[config.mk]
export PLATFORM = sky130hd
export DESIGN_NAME = hamming_38_32_decoder
export DESIGN_NICKNAME = d
export VERILOG_FILES = /design/src/rtl/hamming_38_32_decoder.sv
export SDC_FILE = /design/constraint.sdc
export NUM_CORES = 1
export LEC_CHECK = 0
export BUFFER_PORTS_ARGS = -buffer_cell sky130_fd_sc_hd__buf_2
export CAP_MARGIN = 20
export CORE_ASPECT_RATIO = 0.5
export CORE_MARGIN = 1
export CORE_UTILIZATION = 50
export DETAILED_ROUTE_END_ITERATION = 8
export GPL_TIMING_DRIVEN = 1
export MAX_ROUTING_LAYER = met4
export PLACE_DENSITY = 0.75
export SKIP_CTS_REPAIR_TIMING = 1
export SYNTH_ARGS = -nofsm -noshare
export SYNTH_HDL_FRONTEND = slang
export SYNTH_SLANG_ARGS = --single-unit
[constraint.sdc]
create_clock -name clk -period 1.7 [get_ports clk]
set_clock_uncertainty 0.05 [all_clocks]
set_input_delay 0.34 -clock clk [delete_from_list [all_inputs] [get_ports clk]]
set_output_delay 0.34 -clock clk [all_outputs]
set_load 0.02 [all_outputs]
[src/rtl/hamming_38_32_decoder.sv]
// rtl/hamming_38_32_decoder.sv - [38,32] Hamming SEC decoder, 3-stage valid/ready pipeline with error counters.
// Optional DEC_ERR_INJECT_EN adds inj_en/inj_pos to flip one din bit before decode.
module hamming_38_32_decoder #(
    parameter int CNT_W = 16
) (
    input  logic             clk,
    input  logic             rst_n,
    input  logic [37:0]      din,
    input  logic             in_valid,
    output logic             in_ready,
    output logic [31:0]      dout,
    output logic             out_valid,
    input  logic             out_ready,
    output logic [5:0]       syndrome,
    output logic             err_corr,
    output logic             err_uncorr,
    input  logic             cnt_clr,
    output logic [CNT_W-1:0] corr_cnt,
    output logic [CNT_W-1:0] uncorr_cnt
`ifdef DEC_ERR_INJECT_EN
    ,
    input  logic             inj_en,
    input  logic [5:0]       inj_pos
`endif
);

    localparam logic [31:0] M0 = 32'h56AAAD5B;
    localparam logic [31:0] M1 = 32'h9B33366D;
    localparam logic [31:0] M2 = 32'hE3C3C78E;
    localparam logic [31:0] M3 = 32'h03FC07F0;
    localparam logic [31:0] M4 = 32'h03FFF800;
    localparam logic [31:0] M5 = 32'hFC000000;

    // Codeword position (1..38) of data bit idx: the idx-th non-power-of-2 position.
    function automatic logic [5:0] data_pos(input int idx);
        int         n;
        logic [5:0] r;
        n = 0;
        r = '0;
        for (int p = 3; p <= 38; p++) begin
            if ((p & (p - 1)) != 0) begin
                if (n == idx) r = 6'(p);
                n++;
            end
        end
        return r;
    endfunction

    logic        adv;
    logic [37:0] word;
    logic [5:0]  chk;
    logic [5:0]  syn_in;

    logic        s1_valid;
    logic [31:0] s1_data;
    logic [5:0]  s1_syn;

    logic [31:0] flip;
    logic        corr_c;
    logic        uncorr_c;

    logic        s2_valid;
    logic [31:0] s2_data;
    logic [5:0]  s2_syn;
    logic        s2_corr;
    logic        s2_uncorr;

    assign adv      = !out_valid || out_ready;
    assign in_ready = adv;

`ifdef DEC_ERR_INJECT_EN
    assign word = din ^ ((inj_en && (inj_pos < 6'd38)) ? (38'd1 << inj_pos) : 38'd0);
`else
    assign word = din;
`endif

    assign chk[0] = ^(word[37:6] & M0);
    assign chk[1] = ^(word[37:6] & M1);
    assign chk[2] = ^(word[37:6] & M2);
    assign chk[3] = ^(word[37:6] & M3);
    assign chk[4] = ^(word[37:6] & M4);
    assign chk[5] = ^(word[37:6] & M5);
    assign syn_in = chk ^ word[5:0];

    // Power-of-2 syndromes never match a data position, so check-bit errors leave data untouched.
    always_comb begin
        flip = '0;
        for (int i = 0; i < 32; i++) begin
            flip[i] = (s1_syn == data_pos(i));
        end
        corr_c   = (s1_syn != 6'd0) && (s1_syn <= 6'd38);
        uncorr_c = (s1_syn > 6'd38);
    end

    always_ff @(posedge clk or negedge rst_n) begin
        if (!rst_n) begin
            s1_valid   <= 1'b0;
            s1_data    <= '0;
            s1_syn     <= '0;
            s2_valid   <= 1'b0;
            s2_data    <= '0;
            s2_syn     <= '0;
            s2_corr    <= 1'b0;
            s2_uncorr  <= 1'b0;
            out_valid  <= 1'b0;
            dout       <= '0;
            syndrome   <= '0;
            err_corr   <= 1'b0;
            err_uncorr <= 1'b0;
        end else if (adv) begin
            s1_valid   <= in_valid;
            s1_data    <= word[37:6];
            s1_syn     <= syn_in;
            s2_valid   <= s1_valid;
            s2_data    <= s1_data ^ flip;
            s2_syn     <= s1_syn;
            s2_corr    <= s1_valid && corr_c;
            s2_uncorr  <= s1_valid && uncorr_c;
            out_valid  <= s2_valid;
            dout       <= s2_data;
            syndrome   <= s2_syn;
            err_corr   <= s2_corr;
            err_uncorr <= s2_uncorr;
        end
    end

    always_ff @(posedge clk or negedge rst_n) begin
        if (!rst_n) begin
            corr_cnt   <= '0;
            uncorr_cnt <= '0;
        end else if (cnt_clr) begin
            corr_cnt   <= '0;
            uncorr_cnt <= '0;
        end else if (out_valid && out_ready) begin
            if (err_corr && (corr_cnt != {CNT_W{1'b1}}))
                corr_cnt <= corr_cnt + 1'b1;
            if (err_uncorr && (uncorr_cnt != {CNT_W{1'b1}}))
                uncorr_cnt <= uncorr_cnt + 1'b1;
        end
    end

endmodule

==> summary.md <==
| Metric | Value |
|---|---|
| Clk pin slew, worst setup/hold paths | `0.06 ns` |
| Dpl cells | `around 1200` |
| Worst Tran Pin Value | `about 0.50 ns` |
| Wire length per cell | `14.4 um` |
| Routing usage on met2 | `between 30% and 40%` |
| M1 GR Usage | `32.2%` |
| Port Buf Inserts | `around 120` |
| Largest net degree at the start of global routing | `roughly 70` |
| RSZ-0062 raised after global routing | `yes` |
| Post-layout nets | `~1000` |
| Largest cells by area after synthesis | `dfrtp_1 (53%), nand2_1 (15%), xnor2_1 (8.4%)` |
| Vias in the first global route | `5709` |
| Overall power | `roughly 14000 uW` |
| Maximum vdd drop | `0.778 mV` |
| Post-synth ARST share | `between 90% and 100%` |
| Crit. End Element | `primary output` |
| Busiest grt layer | `met2` |
| Crit-path most repeated cell | `buf_6` |
| WP data arrival | `between 1 and 1.5 ns` |
| Num CTS Buffers | `17` |
| Fin. max-slew vios | `0` |
| Gr usage total | `roughly a quarter` |
| Fraction of layout cells with a size suffix above 1 | `roughly a quarter` |
| Worst-path cell chain | `buf_6 -> nor2b_4 -> inv_4 -> buf_6` |
| 1st-iter DRT viols | `~430` |
| H-tree Lvls | `4` |
| Drt pass-1 iters | `5` |
| Die W | `~170 um` |
| Syn Nets | `between 800 and 900` |
| Non-Filler Instances | `about 1200` |
| Tmin final | `around 1.7 ns` |
| Post-Route WL | `about 17 mm` |
| GR Layer Usage met3 | `under 10%` |
| Cell count after synthesis | `a little over 800` |
| Diodes inserted | `0` |
| Clk buf depth | `2` |
| Timing-limited maximum frequency | `between 500 and 600 MHz` |
| HP Class | `in -> reg` |
| Yosys top cell area share | `between 50% and 60%` |
| Pwr Density | `between 1500 and 2000 nW/um^2` |
| Max Cap Viol | `0` |
| IO Count | `~120` |
| Slowest-stage cell, CP | `dfrtp_1` |
| Warnings from Yosys | `0` |
| Crit-path max cell delay | `0.36 ns` |
| Final WS setup | `-0.0320 ns` |
| Die area | `15000 um^2` |
| Vias per cell | `a little over 5` |
| Row count | `30` |
| CTS tree | `built` |
| Crit Path Max Fanout | `5` |
| Post-synth EDFFs | `0` |
| Fin Setup TNS | `-0.0320 ns` |
| Initial antenna violation count | `0` |
| GP Congestion | `approximately 0.91` |
| ANT nets after route | `0` |
| Total grt overflow | `0` |
| DP HPWL | `12.1 mm` |
| Crit share post-route | `102%` |
| Status | `finished, violations left` |
| DIE HEIGHT | `roughly 87 um` |
| Area of the mapped netlist | `~7300 um^2` |
| TritonCTS sink count | `between 150 and 200` |
| First-pass GRT wire length | `27.4 mm` |
| Seq/Total Area, Yosys | `52.8%` |
| DRC viols | `0` |
| P_leak | `0.00452 uW` |
| Ys flop type | `dfrtp_1` |
| Critical Path RT | `1.31 ns` |
| Synth area leader | `dfrtp_1` |
| Kind of critical path | `reg -> out` |
| Std-Cell Core Area | `13900 um^2` |
| Area grow syn2layout | `29.3%` |
| Seq cells post-synth | `153` |
| Fin. Hold Viols | `0` |
| Clock Latency Late Sink | `approximately 0.42 ns` |
| Slew Limit Headroom | `roughly 66%` |
| Starting density of the core | `between 50% and 60%` |
| Synth unique cells | `33` |
| Hold slack | `just over 0.1 ns` |
| Violated checks | `setup timing` |
| DR vias | `6091` |
| Mean Syn Cell Area | `between 9 and 10 um^2` |
| Final setup vio count | `1` |
| Nature of the critical path startpoint | `register` |
| CTS root buf | `clkbuf_16` |
[worst paths after layout]
kind | from | end | slack, ns | depth (start not counted)
worst max-delay path | out_valid | in_ready | -0.03 | 4
worst min-delay path | in_valid | s1_valid | 0.10 | 3
worst max register to register | uncorr_cnt[5] | uncorr_cnt[13] | 0.04 | 5
worst min register to register | dout[23] | dout[23] | 0.41 | 2
max in group asynchronous | rst_n | uncorr_cnt[8] | 0.62 | 3
min in group asynchronous | rst_n | dout[2] | 0.36 | 2
[stage by stage]
stage	area (um^2)	setup slack, ns	utilization (%)
floorplan	7300	-0.0378	-
global placement	8660	-0.0870	62.5
detailed placement	8660	-0.147	62.5
CTS	9260	-0.194	66.8
global route	9390	-0.0862	67.8
finish	9390	-0.0320	67.8
[metal layers]
layer / part of all wire [%] / vias up
met1: 46 / 2930
met5: 0 / -
li1: - / 2958
met2: 48 / 180
met3: 5.0 / 23
met4: 1.4 / 0
[cell usage after synthesis, types with 4 or more instances]
cell and number:
nand2_1 299, dfrtp_1 153, xnor2_1 70, xor2_1 47, nor2_1 40, o21ai_0 40, clkbuf_1 33, nand3_1 32
nand4_1 15, nor4_1 12, nor3_1 10, a21oi_1 7, nor2b_1 7, buf_1 5, inv_1 5, and3_1 4
xnor3_1 4
[cell usage in the layout, fill, tap and decap left out, types with 4 or more instances in the layout]
cell type and n:
xor2_1 47, clkbuf_16 17, o21ai_0 40, dfrtp_1 142
and3_1 4, xnor3_1 4, buf_2 114, inv_1 5
nor2b_1 5, nand4_1 15, buf_4 75, nor4_1 6
nor4_2 7, buf_12 8, nand3_1 31, xnor2_1 70
dfrtp_2 11, nor2_1 40, nor3_1 9, a21oi_1 7
nand2_1 299
[layout make-up]
class / count / area (um^2)
well taps: 192 / 240
inverters: 6 / 25.0
clock inverters: 10 / 144
fillers: 1085 / 4460
clock buffers: 20 / 457
repair buffers: 201 / 1340
multi-input cells: 608 / 3340
flip-flops and latches: 153 / 3840
[cells by family after synthesis]
group	Yosys count	synth area share (%)
compound gates	52	3.78
xor+xnor	121	15.4
fa+ha+maj	2	0.345
buf+inv	45	2.34
flops	153	52.8
simple gates	433	25.4
[state kept, by name, indices dropped and copies added, names as in the netlist]
name / count
s1_syn: 6
s2_uncorr: 1
s2_corr: 1
out_valid: 1
s2_syn: 6
err_uncorr: 1
s2_data: 32
syndrome: 6
err_corr: 1
uncorr_cnt: 16
dout: 32
s2_valid: 1
s1_valid: 1
s1_data: 32
corr_cnt: 16
[critical path, delay by kind of cell (launching register included)]
| family | cells | cell delay, ns |
|---|---|---|
| DFF | 1 | 0.36 |
| buffers and inverters | 3 | 0.32 |
| and+or+nand+nor | 1 | 0.23 |
[where the power goes]
group / internal, uW / total, uW / switching (uW)
Sequential: 4810 / 5590 / 772
Clock: 2380 / 3850 / 1470
Combinational: 1910 / 4720 / 2820
Total: 9100 / 14200 / 5060
Power figures use the tool's default switching activity.
